==> config.mk <==
export PLATFORM = sky130hd
export DESIGN_NAME = div_sequencer_flat
export DESIGN_NICKNAME = d
export VERILOG_FILES = /design/src/rtl/div_sequencer_if.sv /design/src/rtl/div_sequencer.sv /design/src/flat_wrapper.sv
export SDC_FILE = /design/constraint.sdc
export NUM_CORES = 1
export LEC_CHECK = 0
export CORE_MARGIN = 5
export CORE_UTILIZATION = 52
export DETAILED_ROUTE_END_ITERATION = 10
export PLACE_DENSITY = 0.83
export SLEW_MARGIN = 0
export SYNTH_ARGS = -nofsm -noshare
export SYNTH_HDL_FRONTEND = slang
export SYNTH_SLANG_ARGS = --single-unit
==> constraint.sdc <==
create_clock -name clk -period 5.6 [get_ports clk]
set_clock_uncertainty 0.15 [all_clocks]
set_input_delay 0.56 -clock clk [delete_from_list [all_inputs] [get_ports clk]]
set_output_delay 0.56 -clock clk [all_outputs]
set_load 0.02 [all_outputs]
==> src/rtl/div_sequencer_if.sv <==
// Handshake and operand/result bundle between the execute stage and the divider.
// master = pipeline side, slave = divider side.
interface div_sequencer_if #(
    parameter int WIDTH = 32
);
    logic             start_i;
    logic             signed_i;
    logic [WIDTH-1:0] a_i;
    logic [WIDTH-1:0] b_i;
    logic             cancel_i;
    logic             hold_i;
    logic             stall_o;
    logic             ready_o;
    logic             busy_o;
    logic             divzero_o;
    logic [WIDTH-1:0] hi_o;
    logic [WIDTH-1:0] lo_o;

    modport master (
        output start_i, signed_i, a_i, b_i, cancel_i, hold_i,
        input  stall_o, ready_o, busy_o, divzero_o, hi_o, lo_o
    );

    modport slave (
        input  start_i, signed_i, a_i, b_i, cancel_i, hold_i,
        output stall_o, ready_o, busy_o, divzero_o, hi_o, lo_o
    );
endinterface

==> src/rtl/div_sequencer.sv <==
// Radix-2 restoring DIV/DIVU sequencer: start in IDLE, WIDTH BUSY cycles, result registered on DONE entry.
// Stalls F/D/E while start_i is high and no result is ready; DONE holds the result while hold_i is high.
module div_sequencer #(
    parameter int WIDTH = 32
) (
    input  logic           clk,
    input  logic           rst,
    div_sequencer_if.slave bus
);
    localparam int CW = (WIDTH > 1) ? $clog2(WIDTH) : 1;
    localparam logic [CW-1:0] LAST = CW'(WIDTH - 1);

    typedef enum logic [1:0] {
        IDLE = 2'd0,
        BUSY = 2'd1,
        DONE = 2'd2
    } state_t;

    state_t           state_q, state_d;
    logic [CW-1:0]    count_q, count_d;
    logic [WIDTH-1:0] rem_q, rem_d;
    logic [WIDTH-1:0] quo_q, quo_d;
    logic [WIDTH-1:0] div_q, div_d;
    logic [WIDTH-1:0] araw_q, araw_d;
    logic             sgn_quo_q, sgn_quo_d;
    logic             sgn_rem_q, sgn_rem_d;
    logic             dz_q, dz_d;
    logic             ready_q, ready_d;
    logic             busy_q, busy_d;
    logic             dzo_q, dzo_d;
    logic [WIDTH-1:0] hi_q, hi_d;
    logic [WIDTH-1:0] lo_q, lo_d;

    logic [WIDTH:0]   rem_sh;
    logic [WIDTH:0]   trial;
    logic [WIDTH-1:0] rem_it;
    logic [WIDTH-1:0] quo_it;
    logic             neg_a;
    logic             neg_b;

    // One restoring step: shift {rem,quo}, trial-subtract on WIDTH+1 bits so the
    // carry out of the shifted remainder is never lost for large divisors.
    always_comb begin
        rem_sh = {rem_q, quo_q[WIDTH-1]};
        trial  = rem_sh - {1'b0, div_q};
        if (!trial[WIDTH]) begin
            rem_it = trial[WIDTH-1:0];
            quo_it = {quo_q[WIDTH-2:0], 1'b1};
        end else begin
            rem_it = rem_sh[WIDTH-1:0];
            quo_it = {quo_q[WIDTH-2:0], 1'b0};
        end
    end

    assign neg_a = bus.signed_i & bus.a_i[WIDTH-1];
    assign neg_b = bus.signed_i & bus.b_i[WIDTH-1];

    always_comb begin
        state_d   = state_q;
        count_d   = count_q;
        rem_d     = rem_q;
        quo_d     = quo_q;
        div_d     = div_q;
        araw_d    = araw_q;
        sgn_quo_d = sgn_quo_q;
        sgn_rem_d = sgn_rem_q;
        dz_d      = dz_q;
        ready_d   = ready_q;
        busy_d    = busy_q;
        dzo_d     = dzo_q;
        hi_d      = hi_q;
        lo_d      = lo_q;

        case (state_q)
            IDLE: begin
                ready_d = 1'b0;
                busy_d  = 1'b0;
                dzo_d   = 1'b0;
                if (bus.start_i && !bus.cancel_i) begin
                    state_d   = BUSY;
                    busy_d    = 1'b1;
                    quo_d     = neg_a ? -bus.a_i : bus.a_i;
                    div_d     = neg_b ? -bus.b_i : bus.b_i;
                    araw_d    = bus.a_i;
                    sgn_quo_d = neg_a ^ neg_b;
                    sgn_rem_d = neg_a;
                    dz_d      = (bus.b_i == '0);
                    rem_d     = '0;
                    count_d   = '0;
                end
            end
            BUSY: begin
                rem_d   = rem_it;
                quo_d   = quo_it;
                count_d = count_q + 1'b1;
                busy_d  = 1'b1;
                if (count_q == LAST) begin
                    state_d = DONE;
                    busy_d  = 1'b0;
                    ready_d = 1'b1;
                    dzo_d   = dz_q;
                    // Divide-by-zero reports all-ones quotient and the untouched dividend.
                    if (dz_q) begin
                        lo_d = '1;
                        hi_d = araw_q;
                    end else begin
                        lo_d = sgn_quo_q ? -quo_it : quo_it;
                        hi_d = sgn_rem_q ? -rem_it : rem_it;
                    end
                end
            end
            DONE: begin
                ready_d = 1'b1;
                busy_d  = 1'b0;
                if (!bus.hold_i) begin
                    state_d = IDLE;
                    ready_d = 1'b0;
                    dzo_d   = 1'b0;
                end
            end
            default: begin
                state_d = IDLE;
                ready_d = 1'b0;
                busy_d  = 1'b0;
                dzo_d   = 1'b0;
            end
        endcase

        // Flush wins over acceptance and completion; the last result stays visible.
        if (bus.cancel_i) begin
            state_d = IDLE;
            ready_d = 1'b0;
            busy_d  = 1'b0;
            dzo_d   = 1'b0;
        end
    end

    always_ff @(posedge clk or negedge rst) begin
        if (!rst) begin
            state_q   <= IDLE;
            count_q   <= '0;
            rem_q     <= '0;
            quo_q     <= '0;
            div_q     <= '0;
            araw_q    <= '0;
            sgn_quo_q <= 1'b0;
            sgn_rem_q <= 1'b0;
            dz_q      <= 1'b0;
            ready_q   <= 1'b0;
            busy_q    <= 1'b0;
            dzo_q     <= 1'b0;
            hi_q      <= '0;
            lo_q      <= '0;
        end else begin
            state_q   <= state_d;
            count_q   <= count_d;
            rem_q     <= rem_d;
            quo_q     <= quo_d;
            div_q     <= div_d;
            araw_q    <= araw_d;
            sgn_quo_q <= sgn_quo_d;
            sgn_rem_q <= sgn_rem_d;
            dz_q      <= dz_d;
            ready_q   <= ready_d;
            busy_q    <= busy_d;
            dzo_q     <= dzo_d;
            hi_q      <= hi_d;
            lo_q      <= lo_d;
        end
    end

    assign bus.stall_o   = bus.start_i & ~ready_q;
    assign bus.ready_o   = ready_q;
    assign bus.busy_o    = busy_q;
    assign bus.divzero_o = dzo_q;
    assign bus.hi_o      = hi_q;
    assign bus.lo_o      = lo_q;
endmodule

==> src/flat_wrapper.sv <==
// flat-port wrapper written by rule: the top's interface ports become plain ports
module div_sequencer_flat 
#(
    parameter int WIDTH = 32
)
  (clk, rst, bus_start_i, bus_signed_i, bus_a_i, bus_b_i, bus_cancel_i, bus_hold_i, bus_stall_o, bus_ready_o, bus_busy_o, bus_divzero_o, bus_hi_o, bus_lo_o);
  div_sequencer_if #(.WIDTH(WIDTH)) bus_i ();
  input  logic clk;
  input  logic rst;
  input wire logic [$bits(bus_i.start_i)-1:0] bus_start_i;
  input wire logic [$bits(bus_i.signed_i)-1:0] bus_signed_i;
  input wire logic [$bits(bus_i.a_i)-1:0] bus_a_i;
  input wire logic [$bits(bus_i.b_i)-1:0] bus_b_i;
  input wire logic [$bits(bus_i.cancel_i)-1:0] bus_cancel_i;
  input wire logic [$bits(bus_i.hold_i)-1:0] bus_hold_i;
  output wire logic [$bits(bus_i.stall_o)-1:0] bus_stall_o;
  output wire logic [$bits(bus_i.ready_o)-1:0] bus_ready_o;
  output wire logic [$bits(bus_i.busy_o)-1:0] bus_busy_o;
  output wire logic [$bits(bus_i.divzero_o)-1:0] bus_divzero_o;
  output wire logic [$bits(bus_i.hi_o)-1:0] bus_hi_o;
  output wire logic [$bits(bus_i.lo_o)-1:0] bus_lo_o;
  assign bus_i.start_i = bus_start_i;
  assign bus_i.signed_i = bus_signed_i;
  assign bus_i.a_i = bus_a_i;
  assign bus_i.b_i = bus_b_i;
  assign bus_i.cancel_i = bus_cancel_i;
  assign bus_i.hold_i = bus_hold_i;
  assign bus_stall_o = bus_i.stall_o;
  assign bus_ready_o = bus_i.ready_o;
  assign bus_busy_o = bus_i.busy_o;
  assign bus_divzero_o = bus_i.divzero_o;
  assign bus_hi_o = bus_i.hi_o;
  assign bus_lo_o = bus_i.lo_o;
  div_sequencer #(.WIDTH(WIDTH)) u_core (.clk(clk), .rst(rst), .bus(bus_i));
endmodule
# Word level (Yosys, flattened, before mapping)
# Cells that the tools add are included.
# W data, S select, Z words.
[op_classes]
muxes = 31
add_sub_neg = 6
n_eq_ne = 7
n_reduce_logical = 10
n_bitwise = 5
[ops]
columns = ["cell", "n"]
rows = [
  ["$mux W32", 9],
  ["$neg A32 Y32", 4],
  ["$pmux W32 S2", 2],
  ["$sub A33 B32 Y33", 1],
  ["$logic_not A32 Y1", 1],
  ["$mux W1", 10],
  ["$pmux W5 S2", 1],
  ["$mux W2", 4],
  ["$reduce_and A2 Y1", 4],
  ["$ne A3 B2 Y1 const B", 2],
  ["$pmux W1 S2", 3],
  ["$pmux W2 S3", 1],
  ["$add A5 B1 Y5 const B", 1],
  ["$eq A5 B5 Y1 const B", 1],
  ["$mux W5", 1],
  ["$and A1 B1 Y1", 3],
  ["$ne A3 B3 Y1 const B", 1],
  ["$reduce_and A3 Y1", 1],
  ["$eq A2 B1 Y1 const B", 1],
  ["$eq A2 B2 Y1 const B", 1],
  ["$logic_not A2 Y1", 1],
  ["$ne A2 B1 Y1 const B", 1],
  ["$reduce_bool A2 Y1", 1],
  ["$logic_and A1 B1 Y1", 1],
  ["other kinds (3)", 3],
]
[word_totals]
reg_bits = 205
out_inout_bits = 68
input_bits = 70
word_cells = 73

# Depth between registers and ports, before layout
# Gate-level depths: netlist of run 1.
[depth]
depth_word = 5
mapped_depth = 23
depth_no_buf = 21

# Worst setup path before layout of run 1
# No wires, ideal clock.
[synth_path]
kind = "register -> register"
from = "register u_core.quo_q[31]"
to = "register u_core.hi_q[28], in the netlist u_core.bus.hi_o[28]"
n_path_buf = 2
path_slack_ns = 0.323
required_time_ns = 5.327
path_stages_with_launch = 23
synth_period_minus_slack_ns = 5.277
setup_ns = 0.123
t_arrival_ns = 5.004
path_cell_list = "dfrtp_1 inv_1 ha_1 fa_1 nand2b_1 a211oi_4 o22ai_2 o31ai_4 a31oi_4 xnor2_4 inv_4 buf_2 buf_2 nor2_1 a21oi_1 ha_1 inv_1 or4_1 nor3_1 o221ai_2 o31ai_1 xor2_1 o221a_1"
[synth_between]
elab_chain_len = 5
[synth_lines]
columns = ["element", "line_no", "text"]
rows = [
  ["start: declaration", "div_sequencer.sv:22", "logic [WIDTH-1:0] quo_q, quo_d;"],
  ["start signal: assignment", "div_sequencer.sv:158", "quo_q <= quo_d;"],
  ["$sub A33 B32 Y33", "div_sequencer.sv:45", "trial = rem_sh - {1'b0, div_q};"],
  ["$mux W32 *", "div_sequencer.sv:46", "if (!trial[WIDTH]) begin"],
  ["$neg A32 Y32", "div_sequencer.sv:108", "hi_d = sgn_rem_q ? -rem_it : rem_it;"],
  ["$mux W32 *", "div_sequencer.sv:108", ""],
  ["$mux W32 *", "div_sequencer.sv:103", "if (dz_q) begin"],
  ["end signal: assignment", "div_sequencer.sv:167", "hi_q <= hi_d;"],
  ["end: declaration", "div_sequencer.sv:31", "logic [WIDTH-1:0] hi_q, hi_d;"],
]
# Mark *: on every way between the ends. The rest lies on a longest branch, timed or not.
# A chain may end at the register's enable or synchronous reset.

# Final worst setup path of run 1
[layout_path]
from = "register u_core.quo_q[31]"
to = "register u_core.hi_q[30], in the netlist u_core.bus.hi_o[30]"
# The elaborated chain is that of the path after synthesis.

==> metrics.txt, run 1 <==
CP Capture Type=register; post-synthesis register bit count=205; CP max FO=8; CTS Buffer Depth=3; Post-Route WL=38430 µm; Setup violations, final=0; antenna-violating nets left=0; vias per std cell=6.075; Req. time, crit path=5.82 ns; CP Data Arrival Time=5.47 ns; RSZ-0062 raised after global routing=no; postcts setup bufs=0; pre-CTS WS=0.3844 ns; Post-Synthesis Mean Instance Area=8.301 µm²; upper clock frequency limit=190.5 MHz; Max VDD drop=0.2484 mV; CTS buffer count=23; Slew HR=26.38%; Fin. Hold Viols=0; leak pwr=6.902 nW; crit start category=register; ratio of cells with drive above 1 in the final layout=5.385%; Final Max Tran Viols=0; clock sinks=205; reg2reg path depth=21; final period utilization=93.74%; H-tree Lvls=1; Max-Cap Viols=0; die area=29820 µm²; hold buffer count at cts=0; grt ovf=0; fillcell total=2207; Core Area=26060 µm²; Tmin final=5.250 ns; status=complete, no violations; initial DRC count=1245; vias in the first global route=12444; WL per Instance=18.31 µm; DRT Pass-1 Iters=6; # port buffers=137; Row Count=59; reg2reg end=u_core.bus.hi_o[30]$_DFFE_PN0P_; P per Cell Area=470.0 nW/µm²; worst r2r src=u_core.quo_q[31]$_DFFE_PN0P_; Final GP Congestion=0.9363; Seq/Total Area, Yosys=37.27%; ys flop type=dfrtp_1; largest net degree at the start of global routing=101; num ports=138; first-pass GRT wire length=62880 µm; Hold Crit Class=in2async; post-route setup TNS=0 ns; commonest non-fill, non-tap cell in the layout=nand2_1; ys async rst share=100.0%; setup slack, reg-to-reg=0.35 ns; Clock Latency Late Sink=0.51 ns; Critical Setup Path Class=reg2reg; Antenna Cells=0; initial core utilization=52.82%; vias=12751; Unique masters post-synth=88; Chip Width=172.7 µm; Die Y=172.7 µm; initial antenna violation count=0; most frequent cells in the layout=nand2_1, dfrtp_1, o21ai_0, clkdlybuf4s50_1, a21oi_1; synth warn=0; drt drc=0; clock root buffer=clkbuf_16; post-DP HPWL=28070 µm; Post-Syn Area=13760 µm²; final setup margin=0.3504 ns; CTS tree=done; Worst Max-Slew Pin Slew=1.104 ns; syn_nets=1771; Synth Instances=1658; fin nets=1863; area delta synth->final=17.08%; number of synthesized flops with an enable pin=0; post_cts resized=0; Clock transition at path regs=0.06 ns; all-layer global routing usage=24.62%
metrics by stage:
step | std cells | util, % | area [µm²] | hold slack [ns] | total power, mW
final | 2099 | 61.84 | 16110 | 0.005344 | 7.574
after global routing | 2099 | 61.84 | 16110 | 0.07286 | 8.108
after CTS | 2099 | 61.83 | 16110 | 0.02357 | 7.523
after detailed placement | 2060 | 58.92 | 15350 | 0.3084 | 5.936
after global placement | 2060 | 58.92 | 15350 | 0.3027 | 5.824
after floorplan | 1658 | - | 13760 | 0.1144 | 4.977
cells in the mapped netlist (27+ instances only):
cell | n | area share (%)
a21oi_1 | 133 | 4.8
clkbuf_1 | 69 | 1.9
dfrtp_1 | 205 | 37
ha_1 | 42 | 3.8
inv_1 | 58 | 1.6
mux2i_1 | 43 | 3.1
nand2_1 | 278 | 7.6
nor2_1 | 123 | 3.4
nor3_1 | 34 | 1.2
o21ai_0 | 163 | 5.9
o31ai_1 | 27 | 1.5
xnor2_1 | 56 | 3.6
xor2_1 | 83 | 5.3
worst max-delay path, stage by stage (launching register included):
cell and delay, ns:
dfrtp_1 0.40, inv_1 0.09, ha_1 0.23, fa_1 0.40, nand2b_1 0.21, a211oi_4 0.32
o22ai_2 0.19, o31ai_4 0.33, a31oi_4 0.17, xnor2_4 0.17, inv_4 0.10, nor2_1 0.04
a21oi_1 0.22, ha_2 0.27, inv_1 0.09, or4_1 0.57, nor3_1 0.20, buf_4 0.17
o221ai_2 0.16, o41ai_2 0.38, xnor2_1 0.16, o22ai_1 0.09
power breakdown:
part           switching (mW)  internal (mW)
sequential              0.350           1.82
clock                   0.608          0.929
combinational            2.37           1.49
routing by layer:
metal  wire length, µm  global-route usage, %
met1             16210                  33.16
met2             18550                  41.34
met4              1168                  7.632
met3              2499                  3.515
met5                 0                      0
kinds of logic after synthesis:
logic type / count (synthesis) / synth area share [%]
compound gates: 480 / 21.69
fa+ha+maj: 43 / 3.964
buf+inv: 149 / 4.346
mux: 47 / 3.564
simple gates: 594 / 20.12
flops: 205 / 37.27
xor+xnor: 140 / 9.045
how the worst max path moves through the flow:
stage	start	to	slack (ns)	depth (start not counted)
after CTS	u_core.quo_q[31]$_DFFE_PN0P_	u_core.bus.hi_o[30]$_DFFE_PN0P_	0.37	21
final	u_core.quo_q[31]$_DFFE_PN0P_	u_core.bus.hi_o[30]$_DFFE_PN0P_	0.35	21
after floorplan	u_core.quo_q[31]$_DFFE_PN0P_	u_core.bus.hi_o[28]$_DFFE_PN0P_	0.32	22
after global routing	u_core.quo_q[31]$_DFFE_PN0P_	u_core.bus.hi_o[30]$_DFFE_PN0P_	0.02	21
after global placement	u_core.quo_q[31]$_DFFE_PN0P_	u_core.bus.hi_o[28]$_DFFE_PN0P_	0.56	21
after detailed placement	u_core.quo_q[31]$_DFFE_PN0P_	u_core.bus.hi_o[28]$_DFFE_PN0P_	0.38	21
sequential cells by signal (all words and copies together), names as in the netlist:
register and flops:
u_core.rem_q 32, u_core.bus.lo_o 32, u_core.dz_q 1, u_core.count_q 5, u_core.bus.hi_o 32, u_core.bus.divzero_o 1
u_core.araw_q 32, u_core.quo_q 32, u_core.bus.ready_o 1, u_core.sgn_rem_q 1, u_core.div_q 32, u_core.state_q 2
u_core.sgn_quo_q 1, u_core.bus.busy_o 1
final cells by class:
cell class,instances,area (µm²),share of cell area [%]
clock buffer,30,631.9,3.921
clock inverter,9,126.4,0.7842
inverter,59,224.0,1.390
multi-input combinational,1304,8058,50.00
sequential,205,5130,31.83
tap,335,419.2,2.601
timing repair buffer,157,1525,9.465
(Power assumes the default switching activity.)
==> inputs of run 2 (changes only) <==
--- a/config.mk
+++ b/config.mk
@@ -5,7 +5,7 @@
 export SDC_FILE = /design/constraint.sdc
 export NUM_CORES = 1
 export LEC_CHECK = 0
-export CORE_MARGIN = 5
+export CAP_MARGIN = 20
 export CORE_UTILIZATION = 52
 export DETAILED_ROUTE_END_ITERATION = 10
 export PLACE_DENSITY = 0.83
==> constraint.sdc (replaced) <==
create_clock -name clk -period 5.6 [get_ports clk]
set_clock_uncertainty 0.15 [all_clocks]
set_input_delay 0.56 -clock clk [delete_from_list [all_inputs] [get_ports clk]]
set_output_delay 0.56 -clock clk [all_outputs]
set_load 0.1 [all_outputs]
==> metrics.txt, run 2 (synthesis results as in run 1) <==
ratio of cells with drive above 1 in the final layout=5.499% (+0.11 points); clock root buffer=clkbuf_16; H-tree Lvls=1 (unchanged); CTS Buffer Depth=3 (unchanged); DP Area=15330 µm² (-0.15%); design area=16210 µm² (+0.57%); Fin. Hold Viols=18 (+18); reg2reg end=u_core.bus.hi_o[30]$_DFFE_PN0P_; # port buffers=137 (unchanged); grt ovf=0 (unchanged); Setup violations, final=0 (unchanged); WL per Instance=18.21 µm (-0.53%); P per Cell Area=478.5 nW/µm² (+1.8%); largest net degree at the start of global routing=104 (+3.0%); drt drc=0 (unchanged); Die Y=164.7 µm (-4.6%); CP Capture Type=register; Comb pwr share=50.0% (-1.1 points); most frequent cells in the layout=nand2_1, dfrtp_1, o21ai_0, clkdlybuf4s50_1, a21oi_1; initial antenna violation count=0 (unchanged); vias=12800 (+0.38%); violated checks=hold timing; fillcell total=2179 (-1.3%); worst r2r src=u_core.quo_q[31]$_DFFE_PN0P_; vias in the first global route=12416 (-0.23%); Reg power frac=27.9% (-0.7 points); status=complete, but fails checks; num ports=138 (unchanged); Pwr Total=7.755 mW (+2.4%); initial DRC count=1117 (-10%); RSZ-0062 raised after global routing=no; final period utilization=94.00% (+0.26 points); Max VDD drop=0.2196 mV (-12%); antenna-violating nets left=0 (unchanged); die area=27120 µm² (-9.1%); setup slack, reg-to-reg=0.34 ns (about the same); commonest non-fill, non-tap cell in the layout=nand2_1; CP max FO=6 (-2); first-pass GRT wire length=61760 µm (-1.8%); Req. time, crit path=5.85 ns (+0.03 ns); crit start category=register; fin nets=1860 (-0.16%); Worst Max-Slew Pin Slew=1.142 ns (+0.03821 ns); Row Count=59 (unchanged); DRT Pass-1 Iters=5 (-1); all-layer global routing usage=28.31% (+3.7 points); post-DP HPWL=27540 µm (-1.9%); hold slack=-0.03418 ns (-0.03952 ns); Clock Latency Late Sink=0.54 ns (+0.03 ns); Post-Route WL=38230 µm (-0.53%); Clock power frac=22.0% (+1.7 points); area delta synth->final=17.75%; hold buffer count at cts=0 (unchanged); Sw Ratio=43.83% (-0.16 points); reg2reg path depth=20 (-4.8%); Clock transition at path regs=0.06 ns (about the same); CTS tree=done; CTS buffer count=23 (unchanged); Tmin final=5.264 ns (+0.01456 ns); P_sw=3.399 mW (+2.0%); CP Data Arrival Time=5.51 ns (+0.04 ns); clock sinks=205 (unchanged); Final Max Tran Viols=0 (unchanged); Core Area=25980 µm² (-0.28%); vias per std cell=6.098 (+0.38%); Slew HR=23.88% (-2.5 points); Critical Setup Path Class=reg2reg; upper clock frequency limit=190.0 MHz (-0.28%); Max-Cap Viols=0 (unchanged); Antenna Cells=0 (unchanged); leak pwr=6.947 nW (+0.65%); Final GP Congestion=0.9336 (-0.29%); Final Core Density=62.37% (+0.53 points); Internal Power=4.356 mW (+2.7%); post-route setup TNS=0 ns (unchanged); Chip Width=164.7 µm (-4.6%); initial core utilization=52.97% (+0.15 points); Hold Crit Class=in2async
==> run 2: cell types whose count changed in the layout (fill, tap and decap cells not counted), moves of 2 or more <==
cell | previous run | this run
clkbuf_8 | 4 | 10
buf_4 | 20 | 17
clkbuf_1 | 4 | 2
clkinv_2 | 4 | 2
==> run 2: how the worst max path moves through the flow <==
stage / endpoint / slack [ns] / from
floorplan: u_core.bus.hi_o[28]$_DFFE_PN0P_ / 0.32 / u_core.quo_q[31]$_DFFE_PN0P_
global placement: u_core.bus.hi_o[28]$_DFFE_PN0P_ / 0.33 / u_core.quo_q[31]$_DFFE_PN0P_
detailed placement: u_core.bus.hi_o[30]$_DFFE_PN0P_ / 0.13 / u_core.quo_q[31]$_DFFE_PN0P_
CTS: u_core.bus.hi_o[30]$_DFFE_PN0P_ / 0.11 / u_core.quo_q[31]$_DFFE_PN0P_
global route: u_core.bus.hi_o[28]$_DFFE_PN0P_ / 0.03 / u_core.quo_q[31]$_DFFE_PN0P_
finish: u_core.bus.hi_o[30]$_DFFE_PN0P_ / 0.34 / u_core.quo_q[31]$_DFFE_PN0P_
==> run 2: final cells by class <==
type	count	area (µm²)	area share, %
inverters	59	224.0	1.382
multi-input cells	1304	8066	49.77
repair buffers	154	1503	9.272
clock inverters	8	157.7	0.9727
clock buffers	34	706.9	4.362
well taps	335	419.2	2.586
flip-flops and latches	205	5130	31.65
==> run 2: what timing repair did <==
| action | in CTS | in global routing |
|---|---|---|
| resized for setup | 0 | 2 |
| endpoints found under the setup margin | 0 | 7 |
| setup buffers | 0 | 0 |
==> run 2: metal layers <==
metal | wire (µm) | vias up | share of wire [%] | global-route usage (%)
li1 | - | 6056 | - | -
met1 | 16280 | 6168 | 43 | 38.06
met2 | 18220 | 494 | 48 | 47.21
met3 | 2484 | 82 | 6.5 | 3.064
met4 | 1242 | 0 | 3.2 | 10.13
met5 | 0 | - | 0 | 0
==> run 2: stage by stage <==
step	instances	setup WS, ns
after global routing	2099	0.03125
after floorplan	1658	0.3222
after global placement	2057	0.3264
final	2099	0.3359
after detailed placement	2057	0.1314
after CTS	2099	0.1072
==> run 2: critical path, cell delays in order, from the launching register on <==
cell and delay [ns]:
dfrtp_1 0.38, inv_1 0.07, ha_1 0.22, fa_1 0.41, nand2b_1 0.22, a211oi_4 0.32, o22ai_2 0.19, o31ai_4 0.34
a31oi_4 0.17, xnor2_4 0.17, inv_4 0.09, nor2_1 0.04, a21oi_1 0.22, ha_1 0.26, inv_1 0.11, or4_1 0.61
nor3_4 0.29, o221ai_2 0.20, o41ai_2 0.39, xnor2_1 0.17, o22ai_1 0.10
==> run 2: power groups by stage <==
stage / clock network, mW / logic, mW / registers, mW
detailed placement: 0 / 3.76 / 2.18
floorplan: 0 / 2.92 / 2.07
finish: 1.71 / 3.88 / 2.17
CTS: 1.73 / 3.79 / 2.16
global route: 1.78 / 4.24 / 2.21
global placement: 0 / 3.65 / 2.16
